`config.mk`:
```
export PLATFORM = sky130hd
export DESIGN_NAME = arf124b192e1r1w0cbbehcaa4acw_cdc_req_tx_flat
export DESIGN_NICKNAME = d
export VERILOG_FILES = /design/src/rtl/arf124b192e1r1w0cbbehcaa4acw_cdc_req_tx_if.sv /design/src/rtl/arf124b192e1r1w0cbbehcaa4acw_cdc_req_tx.sv /design/src/flat_wrapper.sv
export SDC_FILE = /design/constraint.sdc
export NUM_CORES = 1
export LEC_CHECK = 0
export ABC_AREA = 0
export ABC_CLOCK_PERIOD_IN_PS = 1900
export CAP_MARGIN = 20
export CORE_AREA = 2 2 104 106
export CTS_BUF_LIST = sky130_fd_sc_hd__clkbuf_4 sky130_fd_sc_hd__clkbuf_8
export DETAILED_ROUTE_END_ITERATION = 12
export DIE_AREA = 0 0 106 108
export DONT_BUFFER_PORTS = 1
export GPL_ROUTABILITY_DRIVEN = 0
export GPL_TIMING_DRIVEN = 0
export PLACE_DENSITY = 0.8
export SYNTH_ARGS = -nofsm -noshare
export SYNTH_HDL_FRONTEND = slang
export SYNTH_SLANG_ARGS = --single-unit
```
`constraint.sdc`:
```
create_clock -name clk -period 1.9 [get_ports clk]
set_input_delay 0.475 -clock clk [delete_from_list [all_inputs] [get_ports clk]]
set_output_delay 0.475 -clock clk [all_outputs]
set_load 0.005 [all_outputs]
```
`src/rtl/arf124b192e1r1w0cbbehcaa4acw_cdc_req_tx_if.sv`:
```
// Handshake bundle between a word source, the req/ack transmitter and the remote receiver.
interface arf124b192e1r1w0cbbehcaa4acw_cdc_req_tx_if #(
    parameter int DATA_W = 124
);
    logic              in_valid;
    logic              in_ready;
    logic [DATA_W-1:0] in_data;
    logic              xfer_req;
    logic [DATA_W-1:0] xfer_data;
    logic              xfer_ack;

    modport master (
        output in_valid, in_data, xfer_ack,
        input  in_ready, xfer_req, xfer_data
    );

    modport slave (
        input  in_valid, in_data, xfer_ack,
        output in_ready, xfer_req, xfer_data
    );
endinterface

```
`src/rtl/arf124b192e1r1w0cbbehcaa4acw_cdc_req_tx.sv`:
```
// Transmit side of a four-phase req/ack level handshake carrying one word per transfer.
// state | meaning: IDLE = waiting for a word, REQ = req high awaiting ack, REL = req low awaiting ack release
module arf124b192e1r1w0cbbehcaa4acw_cdc_req_tx #(
    parameter int DATA_W      = 124,
    parameter int SYNC_STAGES = 2,
    parameter int TIMEOUT_CYC = 255,
    parameter int CNT_W       = 16
) (
    input  logic                                     clk,
    input  logic                                     rst,
    arf124b192e1r1w0cbbehcaa4acw_cdc_req_tx_if.slave bus,
    output logic                                     done,
    output logic                                     busy,
    output logic                                     timeout_err,
    output logic [CNT_W-1:0]                         xfer_count
);
    localparam logic [1:0] IDLE = 2'd0;
    localparam logic [1:0] REQ  = 2'd1;
    localparam logic [1:0] REL  = 2'd2;

    localparam int TO_W = (TIMEOUT_CYC > 0) ? $clog2(TIMEOUT_CYC + 1) : 1;
    localparam logic [TO_W-1:0] TO_MAX = TO_W'(TIMEOUT_CYC);

    logic [SYNC_STAGES-1:0] ack_sync;
    logic                   ack_s;
    logic [1:0]             state;
    logic [1:0]             state_next;
    logic [TO_W-1:0]        to_cnt;
    logic                   req_q;
    logic [DATA_W-1:0]      data_q;
    logic                   in_ready;
    logic                   accept;

    assign ack_s         = ack_sync[SYNC_STAGES-1];
    // A stale ack still high from the remote side must block the next word.
    assign in_ready      = (state == IDLE) && !ack_s;
    assign accept        = bus.in_valid && in_ready;
    assign done          = (state == REL) && !ack_s;
    assign busy          = (state != IDLE);
    assign bus.in_ready  = in_ready;
    assign bus.xfer_req  = req_q;
    assign bus.xfer_data = data_q;

    always_comb begin
        state_next = state;
        case (state)
            IDLE:    if (accept) state_next = REQ;
            REQ:     if (ack_s)  state_next = REL;
            REL:     if (!ack_s) state_next = IDLE;
            default: state_next = IDLE;
        endcase
    end

    always_ff @(posedge clk) begin
        if (rst) begin
            ack_sync    <= '0;
            state       <= IDLE;
            req_q       <= 1'b0;
            data_q      <= '0;
            to_cnt      <= '0;
            timeout_err <= 1'b0;
            xfer_count  <= '0;
        end else begin
            ack_sync <= {ack_sync[SYNC_STAGES-2:0], bus.xfer_ack};
            state    <= state_next;
            req_q    <= (state_next == REQ);
            if (accept) begin
                data_q <= bus.in_data;
            end
            if (done) begin
                xfer_count <= xfer_count + 1'b1;
            end
            // Stall watchdog only reports; the phase is never abandoned.
            if (state_next != state) begin
                to_cnt <= '0;
            end else if (busy && (to_cnt != TO_MAX)) begin
                to_cnt <= to_cnt + 1'b1;
            end
            if ((TIMEOUT_CYC != 0) && (to_cnt == TO_MAX)) begin
                timeout_err <= 1'b1;
            end
        end
    end
endmodule

```
`src/flat_wrapper.sv`:
```
// flat-port wrapper written by rule: the top's interface ports become plain ports
module arf124b192e1r1w0cbbehcaa4acw_cdc_req_tx_flat 
#(
    parameter int DATA_W      = 124,
    parameter int SYNC_STAGES = 2,
    parameter int TIMEOUT_CYC = 255,
    parameter int CNT_W       = 16
)
  (clk, rst, done, busy, timeout_err, xfer_count, bus_in_valid, bus_in_data, bus_xfer_ack, bus_in_ready, bus_xfer_req, bus_xfer_data);
  arf124b192e1r1w0cbbehcaa4acw_cdc_req_tx_if #(.DATA_W(DATA_W)) bus_i ();
  input  logic clk;
  input  logic rst;
  output logic done;
  output logic busy;
  output logic timeout_err;
  output logic [CNT_W-1:0] xfer_count;
  input wire logic [$bits(bus_i.in_valid)-1:0] bus_in_valid;
  input wire logic [$bits(bus_i.in_data)-1:0] bus_in_data;
  input wire logic [$bits(bus_i.xfer_ack)-1:0] bus_xfer_ack;
  output wire logic [$bits(bus_i.in_ready)-1:0] bus_in_ready;
  output wire logic [$bits(bus_i.xfer_req)-1:0] bus_xfer_req;
  output wire logic [$bits(bus_i.xfer_data)-1:0] bus_xfer_data;
  assign bus_i.in_valid = bus_in_valid;
  assign bus_i.in_data = bus_in_data;
  assign bus_i.xfer_ack = bus_xfer_ack;
  assign bus_in_ready = bus_i.in_ready;
  assign bus_xfer_req = bus_i.xfer_req;
  assign bus_xfer_data = bus_i.xfer_data;
  arf124b192e1r1w0cbbehcaa4acw_cdc_req_tx #(.DATA_W(DATA_W), .SYNC_STAGES(SYNC_STAGES), .TIMEOUT_CYC(TIMEOUT_CYC), .CNT_W(CNT_W)) u_core (.clk(clk), .rst(rst), .bus(bus_i), .done(done), .busy(busy), .timeout_err(timeout_err), .xfer_count(xfer_count));
endmodule
```
Yosys cells after proc, flatten, opt, wreduce, memory -nomap -nowiden --
Index checks and enable logic that the tools add are counted.
Storage, ports and cells: register bits 154, output and inout port bits 145, word-level logic and storage cells 27
Cells by class: add/subtract/negate cells 2, equal/unequal tests 6, mux-type cells 4, reductions and logical operators 8
Operators by type and width (count):
- $add A16 B1 Y16 const B | 1
- $add A8 B1 Y8 const B | 1
- $eq A8 B8 Y1 const B | 1
- $ne A8 B8 Y1 const B | 1
- $mux W2 | 3
- $pmux W2 S3 | 1
- $eq A2 B1 Y1 const B | 2
- $logic_and A1 B1 Y1 | 4
- $eq A2 B2 Y1 const B | 1
- $logic_not A2 Y1 | 1
- $ne A2 B2 Y1 | 1
- $reduce_bool A2 Y1 | 1
- $reduce_or A2 Y1 | 1
- $logic_not A1 Y1 | 1

Logic depth before layout (Yosys ltp) --
Gate-level depths: netlist (run 1).
word-level depth 7, depth in mapped cells 8

Worst setup path before layout (run 1) --
OpenSTA, ideal clock, no wires.
path kind register -> register, start point register u_core.xfer_count[3], end point register u_core.xfer_count[15], setup time 70 ps, arrival 1600 ps, slack 230 ps, stages on the path, launching flop included 5, buffers on the path 0, clock period less this slack 1670 ps, cells stage by stage dfxtp_1 nand4_2 or3_4 or4_1 a21oi_1
Between the ends: cells in the longest elaborated chain, start to end 1
RTL lines:
- start, declared | line arf124b192e1r1w0cbbehcaa4acw_cdc_req_tx.sv:15 | output logic [CNT_W-1:0] xfer_count
- start signal, assigned | line arf124b192e1r1w0cbbehcaa4acw_cdc_req_tx.sv:71 | xfer_count <= xfer_count + 1'b1;
- $add A16 B1 Y16 | line arf124b192e1r1w0cbbehcaa4acw_cdc_req_tx.sv:71
Every way passes these cells. A chain may end at the register's enable or synchronous reset.

Worst setup path in the final report (run 1) --
start point register u_core.xfer_count[0], end point register u_core.xfer_count[8]
The elaborated chain is that of the path after synthesis.

==> summary.txt, run 1 <==
Floorplan
  • Initial Util: 0.543
  • # rows: 37
  • Core area: 10200 µm²
  • Die X: roughly 110 µm
  • Die Span Y: about 110 µm
  • I/O pin count: between 200 and 300
  • Total die area: roughly 11000 µm²

Yosys
  • Yosys top cell area share: 0.555
  • Mapped Nets: between 800 and 900
  • Yosys top cell by area: dfxtp_1
  • Top cells by count, synth: nand2_1 (258), dfxtp_1 (154), a21oi_1 (131)
  • Synth Area in Compound Gates: 0.140
  • Primary FF master, synth: dfxtp_1
  • Top post-synthesis cells by area: dfxtp_1 (56%), nand2_1 (17%), a21oi_1 (12%), clkbuf_1 (2.0%), nor2_1 (1.5%)
  • Post-synthesis adder-cell area fraction: 0.00451
  • Mux share of post-synthesis cell area: 0.00361
  • Avg Inst Size Synth: approximately 8.1 µm²
  • Synth Area in Simple Gates: 0.238
  • Cell count after synthesis: roughly 690
  • Number of synthesis warnings: 0
  • Main combinational cell family by area after synthesis: simple AND/OR/NAND/NOR gates
  • Post-synthesis xor/xnor area fraction: 0.0205
  • Ys async rst share: 0
  • Number of synthesized register bits: roughly 150
  • Seq/Total Area, Yosys: 0.555
  • Mapped Area: approximately 5600 µm²
  • Post-synth EDFFs: 0
  • Most frequent cell after synthesis: nand2_1
  • Post-synth cell types: 41

Critical path
  • Worst r2r src: u_core.xfer_count[0]$_SDFFE_PP0P_
  • Worst R2R Setup Slack: approximately 0.019 ns
  • Critical Path Max Stage Delay: 0.67 ns
  • Worst R2R End: u_core.xfer_count[8]$_SDFFE_PP0P_
  • Critical path launch point type: flop
  • Critical path class: flop to flop
  • Crit end category: flop
  • Critical Path AT: 2.19 ns
  • Critical-path top delay cell: or4_2
  • Maximum fanout along the worst path: 6
  • CP Data Required Time: approximately 2.2 ns
  • Worst r2r path cells: 5
  • CP cell instances: ha_2 > inv_1 > or4_2 > xor2_1 > nor2_1

Finish
  • Fin cells: around 860
  • Layout cells sized above 1: 0.100
  • Inserted Diodes: 0
  • Final net count: approximately 840
  • Area growth, synth to finish: 11.1%
  • Post-route cell area: 6170 µm²

Worst hold path
  • Hold path startpoint: bus_in_data[45]
  • WHS Endpoint: u_core.bus.xfer_data[45]$_SDFFE_PP0P_
  • Hold Path Stages: 2
  • Worst hold path type: primary input to flop

Placed design
  • Cell count after placement: approximately 830
  • IO buf count: 0
  • Pre-CTS WS: -0.327 ns
  • DP Area: between 5000 and 6000 µm²
  • Hpwl dp: roughly 11 mm

GRT
  • First-pass GRT wire length: around 23 mm
  • GR Overflow Total: 0
  • Largest net degree at the start of global routing: 17
  • Vias in the first global route: 4866
  • Global-route usage over all layers: 0.257
  • Initial antenna violation count: 0

Timing
  • Slew Viols, Final: 0
  • Fmax: approximately 530 MHz
  • Max-slew headroom: 0.590
  • Final period util: 0.990
  • Slew @ Worst Pin: about 0.6 ns
  • Clock Skew: around 0.0099 ns
  • Final Critical Period: 1.88 ns
  • Final Hold Fails: 0
  • Fin worst setup slack: 0.0187 ns
  • Final Setup Violations: 0

CTS
  • TritonCTS Buffers: 17
  • Longest Clk Path Bufs: 2
  • Worst skew pair latency: 0.44 ns
  • Number of clock sinks: around 150
  • H-tree levels: 4
  • Clock root buffer: clkbuf_8
  • CTS tree: built
  • Reg clk slew, reported paths: around 0.09 ns

Pwr
  • Cell area power density: just over 1000 nW/µm²
  • Max IR drop VDD: approximately 0.52 mV
  • Leakage dissipation: ~2.2 nW

Drt
  • Initial DRC Count: 253
  • DRT Pass-1 Iters: 5
  • WL/cell: around 18 µm
  • Vias/cell: 5.75
  • Routed WL: between 15 and 20 mm
  • Number of remaining DRC errors: 0
  • Number of routed nets with antenna violations: 0
  • Vias: between 4000 and 5000

Flow run
  • # Max-Cap Violations: 0

Run status
  • Status: completed
-- metrics by stage --
| step | hold slack [ns] | util | TNS, ns | power, mW |
|---|---|---|---|---|
| finish | 0.157 | 0.603 | 0 | 6.29 |
| CTS | 0.139 | 0.596 | 0 | 6.30 |
| detailed placement | 0.430 | 0.559 | -18.09 | 4.08 |
| global placement | 0.422 | 0.559 | -14.99 | 4.05 |
| global route | 0.135 | 0.603 | -0.0284 | 6.53 |
| floorplan | 0.414 | - | 0 | 3.93 |
-- final cells by class --
type,instances,area [µm²]
Sequential cell,154,3090
Buffer,46,226
Fill cell,906,4070
Multi-Input combinational cell,485,2310
Clock inverter,12,103
Clock buffer,19,255
Tap cell,136,170
Inverter,4,15.0
-- flip-flops by register name (all words and copies together) (netlist names) --
name / count
u_core.to_cnt: 8
u_core.ack_sync: 2
u_core.bus.xfer_data: 124
u_core.timeout_err: 1
u_core.bus.xfer_req: 1
u_core.state: 2
u_core.xfer_count: 16
-- cells in the final DEF, fill, tap and decap left out, drive strengths merged, types with 5 or more instances in the layout --
cell type / count
nand2: 258
dfxtp: 154
a21oi: 131
clkbuf: 50
nor2: 22
buf: 15
xnor2: 8
nand3: 7
clkinv: 7
xor2: 5
nor4: 5
-- report_power, final --
part / switching, mW / total [mW] / internal [mW]
registers: 0.139 / 3.53 / 3.39
logic: 0.327 / 0.495 / 0.167
clock network: 1.20 / 2.27 / 1.07
-- layer usage --
| metal | global-route usage | routed length (µm) | vias to the layer above |
|---|---|---|---|
| li1 | - | - | 2303 |
| met1 | 0.262 | 5500 | 2298 |
| met2 | 0.466 | 7840 | 287 |
| met3 | 0.0964 | 1550 | 35 |
| met4 | 0.123 | 379 | 0 |
| met5 | 0 | 0 | - |
-- cells by family (layout without fill, tap and decap cells) --
group / after synthesis / in the layout
DFF: 154 / 154
and+or+nand+nor: 320 / 320
muxes: 2 / 2
adders and majority gates: 2 / 2
AOI/OAI and AO/OA: 148 / 148
buffers and inverters: 50 / 81
xor gates and xnor gates: 13 / 13
-- timing repair --
| action | CTS | global route |
|---|---|---|
| setup buffers | 0 | 0 |
| hold endpoints to repair | 0 | 0 |
| setup endpoints to repair | 125 | 64 |
| hold buffers | 0 | 0 |
| pin swaps | 0 | 1 |
| resized for setup | 5 | 34 |
-- worst max-delay path, delay by kind of cell, from the launching register on --
| family | cells | cell delay (ns) |
|---|---|---|
| xor+xnor | 1 | 0.19 |
| fa+ha+maj | 1 | 0.30 |
| buf+inv | 1 | 0.08 |
| flops | 1 | 0.46 |
| simple gates | 2 | 0.74 |
-- how the worst max path moves through the flow --
stage                                      start                                    end  slack [ns]  depth (start not counted)
2_1_floorplan  u_core.xfer_count[3]$_SDFFE_PP0P_     u_core.xfer_count[15]$_SDFFE_PP0P_        0.23                          4
6_report       u_core.xfer_count[0]$_SDFFE_PP0P_      u_core.xfer_count[8]$_SDFFE_PP0P_        0.02                          5
3_5_place_dp          u_core.state[1]$_SDFF_PP0_  u_core.bus.xfer_data[76]$_SDFFE_PP0P_       -0.33                          7
3_3_place_gp          u_core.state[1]$_SDFF_PP0_  u_core.bus.xfer_data[90]$_SDFFE_PP0P_       -0.27                          7
4_1_cts               u_core.state[1]$_SDFF_PP0_  u_core.bus.xfer_data[73]$_SDFFE_PP0P_        0.01                          8
5_1_grt        u_core.xfer_count[0]$_SDFFE_PP0P_      u_core.xfer_count[8]$_SDFFE_PP0P_       -0.03                          5
(Power assumes the default switching activity.)
==> run 2, diff against run 1 <==
- SKIP_LAST_GASP: default -> 1
==> run 2 against run 1 <==
Against the previous run:
- sequential share of layout area stayed put
- setup slack about the same
- flip-flop and latch count unchanged
- clock-buffer cell count unchanged
- power about the same
- final area unchanged
- utilization stayed put
- non-clock buffer count did not move
- routed wire length barely moved
- clock power barely moved
- critical endpoint unchanged
==> summary.txt, run 2 (synthesis results as in run 1) <==
Run status
  • Status: completed (unchanged)

Timing
  • RSZ-0062 raised after global routing: true
  • Final Critical Period: 1.88 ns (about the same)
  • Fin worst setup slack: 0.0187 ns (about the same)
  • Final Hold Fails: 0 (unchanged)
  • Fmax: 532 MHz (about the same)
  • Clock Skew: 0.00986 ns (unchanged)
  • Max-slew headroom: 0.590 (about the same)
  • Setup_tns: 0 ns (unchanged)
  • Final period util: 0.990 (about the same)
  • Slew Viols, Final: 0 (unchanged)
  • Slew @ Worst Pin: 0.615 ns (about the same)
  • Final Setup Violations: 0 (unchanged)

Floorplan
  • Core area: 10200 µm² (unchanged)
  • Initial Util: 0.543 (unchanged)
  • # rows: 37 (unchanged)
  • Die X: 106 µm (unchanged)
  • I/O pin count: 273 (unchanged)
  • Die Span Y: 108 µm (unchanged)
  • Total die area: 11400 µm² (unchanged)

Drt
  • Met1 Wirelength: 5.50 mm (about the same)
  • WL/cell: 17.9 µm (was 17.8 µm)
  • Vias: 4927 (was 4923)
  • Number of routed nets with antenna violations: 0 (unchanged)
  • Vias/cell: 5.76 (was 5.75)
  • Number of remaining DRC errors: 0 (unchanged)
  • DRT Pass-1 Iters: 5 (unchanged)
  • Metal3 WL: 1.55 mm (about the same)
  • Max layer used: met4 (unchanged)
  • Routed WL: 15.3 mm (about the same)
  • Metal2 WL: 7.85 mm (was 7.84 mm)
  • Initial DRC Count: 253 (unchanged)

Placed design
  • IO buf count: 0 (unchanged)
  • DP Area: 5720 µm² (unchanged)
  • Pre-CTS WS: -0.327 ns (unchanged)
  • Cell count after placement: 825 (unchanged)
  • Hpwl dp: 11.3 mm (unchanged)

Critical path
  • Maximum fanout along the worst path: 6 (unchanged)
  • Critical path launch point type: flop (unchanged)
  • Critical Path AT: 2.20 ns (was 2.19 ns)
  • CP bufs+invs: 1 (unchanged)
  • Top delay family on crit path: simple AND/OR/NAND/NOR gates (unchanged)
  • Critical path class: flop to flop (unchanged)
  • CP cell instances: ha_2 > inv_1 > or4_2 > xor2_1 > nor2_1 (unchanged)
  • Crit end category: flop (unchanged)
  • Critical-path top delay cell: or4_2 (unchanged)
  • Worst R2R Setup Slack: 0.02 ns (about the same)
  • Critical Path Max Stage Delay: 0.67 ns (about the same)
  • CP Data Required Time: 2.21 ns (about the same)

Finish
  • Most frequent cells in the layout: nand2_1 (257), dfxtp_1 (151), a21oi_1 (131), clkbuf_1 (22), nor2_1 (22) (unchanged)
  • Fin cells: 856 (unchanged)
  • Inserted Diodes: 0 (unchanged)
  • Layout cells sized above 1: 0.100 (unchanged)
  • Max reg flops: 124 (unchanged)
  • Final net count: 838 (unchanged)
  • Area growth, synth to finish: 11.1% (unchanged)
  • Commonest non-fill, non-tap cell in the layout: nand2_1 (unchanged)
  • Post-route cell area: 6170 µm² (unchanged)

CTS
  • CTS tree: built (unchanged)
  • Clock root buffer: clkbuf_8 (unchanged)
  • TritonCTS Buffers: 17 (unchanged)
  • H-tree levels: 4 (unchanged)
  • Worst skew pair latency: 0.44 ns (about the same)
  • Number of clock sinks: 154 (unchanged)
  • Postcts setup bufs: 0 (unchanged)
  • Reg clk slew, reported paths: 0.09 ns (about the same)
  • Longest Clk Path Bufs: 2 (unchanged)

GRT
  • Largest net degree at the start of global routing: 17 (unchanged)
  • Initial antenna violation count: 0 (unchanged)
  • GR Overflow Total: 0 (unchanged)
  • First-pass GRT wire length: 23.3 mm (unchanged)
  • Vias in the first global route: 4866 (unchanged)
  • Global-route usage over all layers: 0.257 (unchanged)

Pwr
  • Max IR drop VDD: 0.520 mV (about the same)
  • Leakage dissipation: 2.23 nW (about the same)
  • Total Power: 6.30 mW (was 6.29 mW)
  • Cell area power density: 1020 nW/µm² (about the same)

Worst hold path
  • Worst hold path type: primary input to flop (unchanged)

Flow run
  • # Max-Cap Violations: 0 (unchanged)
run 2: path summary, 6_finish.rpt:
path	start	endpoint	depth (start not counted)
setup / recovery	u_core.xfer_count[0]$_SDFFE_PP0P_	u_core.xfer_count[8]$_SDFFE_PP0P_	5
hold / removal	bus_in_data[45]	u_core.bus.xfer_data[45]$_SDFFE_PP0P_	2
hold reg to reg	u_core.ack_sync[0]$_SDFF_PP0_	u_core.ack_sync[1]$_SDFF_PP0_	1
setup reg to reg	u_core.xfer_count[0]$_SDFFE_PP0P_	u_core.xfer_count[8]$_SDFFE_PP0P_	5
run 2: area by class of cell:
cell class                      instances  area, µm²
Clock inverter                         12        103
Tap cell                              136        170
Fill cell                             906       4070
Inverter                                4       15.0
Multi-Input combinational cell        485       2310
Buffer                                 46        226
Clock buffer                           19        255
Sequential cell                       154       3090
run 2: per-layer routing:
layer,vias to the layer above,GRT usage
met4,0,0.123
met3,35,0.0964
li1,2303,-
met2,289,0.466
met5,-,0
met1,2300,0.262
run 2: what timing repair did:
| action | CTS | global route |
|---|---|---|
| resized for setup | 5 | 33 |
| pin swaps | 0 | 1 |
| hold buffers | 0 | 0 |
| setup endpoints to repair | 125 | 64 |
run 2: power breakdown:
group	internal, mW	switching [mW]
registers	3.39	0.139
clock network	1.07	1.20
logic	0.167	0.327
run 2: stage by stage:
| stage | utilization | hold WS [ns] |
|---|---|---|
| 2_1_floorplan | - | 0.414 |
| 3_3_place_gp | 0.559 | 0.422 |
| 3_5_place_dp | 0.559 | 0.430 |
| 4_1_cts | 0.596 | 0.139 |
| 5_1_grt | 0.603 | 0.135 |
| 6_report | 0.603 | 0.157 |
==> run 3, diff against run 2 <==
- CTS_BUF_LIST: sky130_fd_sc_hd__clkbuf_4 sky130_fd_sc_hd__clkbuf_8 -> sky130_fd_sc_hd__clkbuf_2
- SLEW_MARGIN: default -> 20
==> run 3 against run 2 <==
Against the previous run:
- the run now ends with setup timing left
- clock power down 29%
- non-clock buffer count is 128 higher
- critical path depth decreased by 4
- global-route usage up 6.1 points
- hold slack improved by 0.024 ns
- critical path type is now flop to output port
- critical endpoint is now done
- largest cell class unchanged
==> summary.txt, run 3 (synthesis results as in run 1) <==
Pwr
  • Clk pwr share: 0.273 (was 0.360)
  • Leakage dissipation: 2.72 nW (was 2.23 nW)
  • Int Power: 4.19 mW (was 4.63 mW)
  • Sw Pwr: 1.72 mW (was 1.67 mW)
  • Sw frac: 0.291 (was 0.265)
  • Max IR drop VDD: 0.649 mV (was 0.520 mV)
  • Reg power frac: 0.601 (was 0.561)
  • Cell area power density: 811 nW/µm² (was 1020 nW/µm²)
  • Combinational fraction of design power: 0.127 (was 0.079)

CTS
  • CTS tree: built (unchanged)
  • Reg clk slew, reported paths: 0.22 ns (was 0.09 ns)
  • Longest Clk Path Bufs: 2 (unchanged)
  • TritonCTS Buffers: 17 (unchanged)
  • H-tree levels: 4 (unchanged)
  • Worst skew pair latency: 0.65 ns (was 0.44 ns)
  • Clock root buffer: clkbuf_2 (was clkbuf_8)
  • Number of clock sinks: 154 (unchanged)

Drt
  • Number of routed nets with antenna violations: 0 (unchanged)
  • Vias/cell: 5.86 (was 5.76)
  • DRT Pass-1 Iters: 8 (was 5)
  • Number of remaining DRC errors: 0 (unchanged)
  • Initial DRC Count: 463 (was 253)
  • Vias: 5775 (was 4927)
  • Routed WL: 18.9 mm (was 15.3 mm)
  • WL/cell: 19.2 µm (was 17.9 µm)

Critical path
  • Crit path launch: u_core.state[1]$_SDFF_PP0_ (was u_core.xfer_count[0]$_SDFFE_PP0P_)
  • Critical Path Max Stage Delay: 0.46 ns (was 0.67 ns)
  • Critical Path AT: 1.44 ns (was 2.20 ns)
  • Critical path launch point type: flop (unchanged)
  • CP cell instances: nor3b_4 (was ha_2 > inv_1 > or4_2 > xor2_1 > nor2_1)
  • Critical-path top delay cell: dfxtp_2 (was or4_2)
  • Worst r2r src: u_core.xfer_count[0]$_SDFFE_PP0P_ (unchanged)
  • Maximum fanout along the worst path: 6 (unchanged)
  • CP bufs+invs: 0 (was 1)
  • CP Data Required Time: 1.42 ns (was 2.21 ns)
  • Critical path class: flop to output port (was flop to flop)
  • Crit end category: output port (was flop)
  • Top delay family on crit path: flip-flops (was simple AND/OR/NAND/NOR gates)

Placed design
  • IO buf count: 0 (unchanged)
  • Hpwl dp: 11.3 mm (unchanged)

Flow run
  • # Max-Cap Violations: 0 (unchanged)

Run status
  • Status: finished, violations left (was completed)
  • Violated checks: setup timing

GRT
  • Vias in the first global route: 5959 (was 4866)
  • GR Overflow Total: 0 (unchanged)
  • Largest net degree at the start of global routing: 17 (unchanged)
  • Initial antenna violation count: 0 (unchanged)
  • First-pass GRT wire length: 28.8 mm (was 23.3 mm)
  • Global-route usage over all layers: 0.318 (was 0.257)

Floorplan
  • I/O pin count: 273 (unchanged)
  • Total die area: 11400 µm² (unchanged)
  • Die X: 106 µm (unchanged)
  • Core area: 10200 µm² (unchanged)
  • Die Span Y: 108 µm (unchanged)
  • # rows: 37 (unchanged)
  • Initial Util: 0.543 (unchanged)

Timing
  • Fmax: 523 MHz (was 532 MHz)
  • Final Critical Period: 1.91 ns (was 1.88 ns)
  • RSZ-0062 raised after global routing: true (unchanged)
  • Fin worst setup slack: -0.0109 ns (was 0.0187 ns)
  • Final Setup Violations: 1 (was 0)
  • Final Hold Fails: 0 (unchanged)
  • Slew Viols, Final: 0 (unchanged)
  • Clock Skew: 0.0213 ns (was 0.00986 ns)
  • Final period util: 1.01 (was 0.990)
  • Slew @ Worst Pin: 0.621 ns (was 0.615 ns)
  • Max-slew headroom: 0.586 (was 0.590)
  • Hold_ws: 0.181 ns (was 0.157 ns)

Finish
  • # fillers: 682 (was 906)
  • Commonest non-fill, non-tap cell in the layout: nand2_1 (unchanged)
  • Layout cells sized above 1: 0.0884 (was 0.100)
  • Final net count: 966 (was 838)
  • Area growth, synth to finish: 31.4% (was 11.1%)
  • Util after Layout: 0.713 (was 0.603)
  • Most frequent cells in the layout: nand2_1 (257), dfxtp_1 (147), a21oi_1 (131), dlygate4sd3_1 (126), clkbuf_2 (26) (was nand2_1 (257), dfxtp_1 (151), a21oi_1 (131), clkbuf_1 (22), nor2_1 (22))
  • Max reg flops: 124 (unchanged)

Worst hold path
  • Worst hold path type: primary input to flop (unchanged)
  • Hold path startpoint: rst (was bus_in_data[45])
==> run 3: cell count changes in the layout (fill, tap and decap cells not counted), moves of 4 or more <==
cell,previous run,this run
dlygate4sd3_1,0,126
clkbuf_2,8,26
clkbuf_8,18,0
dfxtp_4,0,5
dfxtp_1,151,147
==> run 3: routing by layer <==
| metal | share of wire | vias up | routed length [µm] | GRT usage |
|---|---|---|---|---|
| li1 | - | 2563 | - | - |
| met1 | 0.33 | 2684 | 6330 | 0.311 |
| met2 | 0.51 | 430 | 9660 | 0.569 |
| met3 | 0.10 | 98 | 1950 | 0.119 |
| met4 | 0.052 | 0 | 992 | 0.203 |
| met5 | 0 | - | 0 | 0 |
==> run 3: what timing repair did <==
item / CTS / global route
gates resized for setup: 16 / 20
hold buffers: 126 / 0
hold endpoints to repair: 127 / 0
endpoints found under the setup margin: 81 / 69
pin swaps: 2 / 2
buffers inserted: 1 / 4
==> run 3: cell type report <==
cell class / instances / area [µm²] / share of cell area
well taps: 136 / 170 / 0.0233
repair buffers: 131 / 1300 / 0.178
clock inverters: 13 / 106 / 0.0146
clock buffers: 18 / 90.1 / 0.0123
flip-flops and latches: 154 / 3100 / 0.425
plain buffers: 43 / 206 / 0.0283
inverters: 4 / 15.0 / 0.00206
multi-input cells: 485 / 2300 / 0.315
diodes: 1 / 2.50 / 0.000343
==> run 3: power by group through the flow <==
| stage | combinational (mW) | clock [mW] | sequential (mW) |
|---|---|---|---|
| after detailed placement | 0.475 | 0 | 3.61 |
| final | 0.749 | 1.61 | 3.56 |
| after CTS | 0.688 | 1.60 | 3.55 |
| after global placement | 0.448 | 0 | 3.60 |
| after floorplan | 0.364 | 0 | 3.56 |
| after global routing | 0.813 | 1.74 | 3.57 |
==> run 3: worst paths after layout <==
path                            depth (start not counted)                                end  slack, ns
worst min register to register                          1      u_core.ack_sync[1]$_SDFF_PP0_       0.45
worst max register to register                          5  u_core.xfer_count[8]$_SDFFE_PP0P_       0.06
worst max-delay path                                    1                               done      -0.01
worst min-delay path                                    2      u_core.to_cnt[2]$_SDFFE_PP0P_       0.18
==> run 3: stage by stage <==
step | setup slack [ns] | total power [mW] | instances | setup TNS, ns | cell area, µm²
final | -0.0109 | 5.92 | 985 | -0.0109 | 7300
after global routing | -0.109 | 6.12 | 984 | -0.110 | 7290
after CTS | -0.0675 | 5.84 | 981 | -0.114 | 7210
after detailed placement | -0.327 | 4.08 | 825 | -18.09 | 5720
after global placement | -0.273 | 4.05 | 825 | -14.99 | 5720
after floorplan | 0.230 | 3.93 | 689 | 0 | 5550
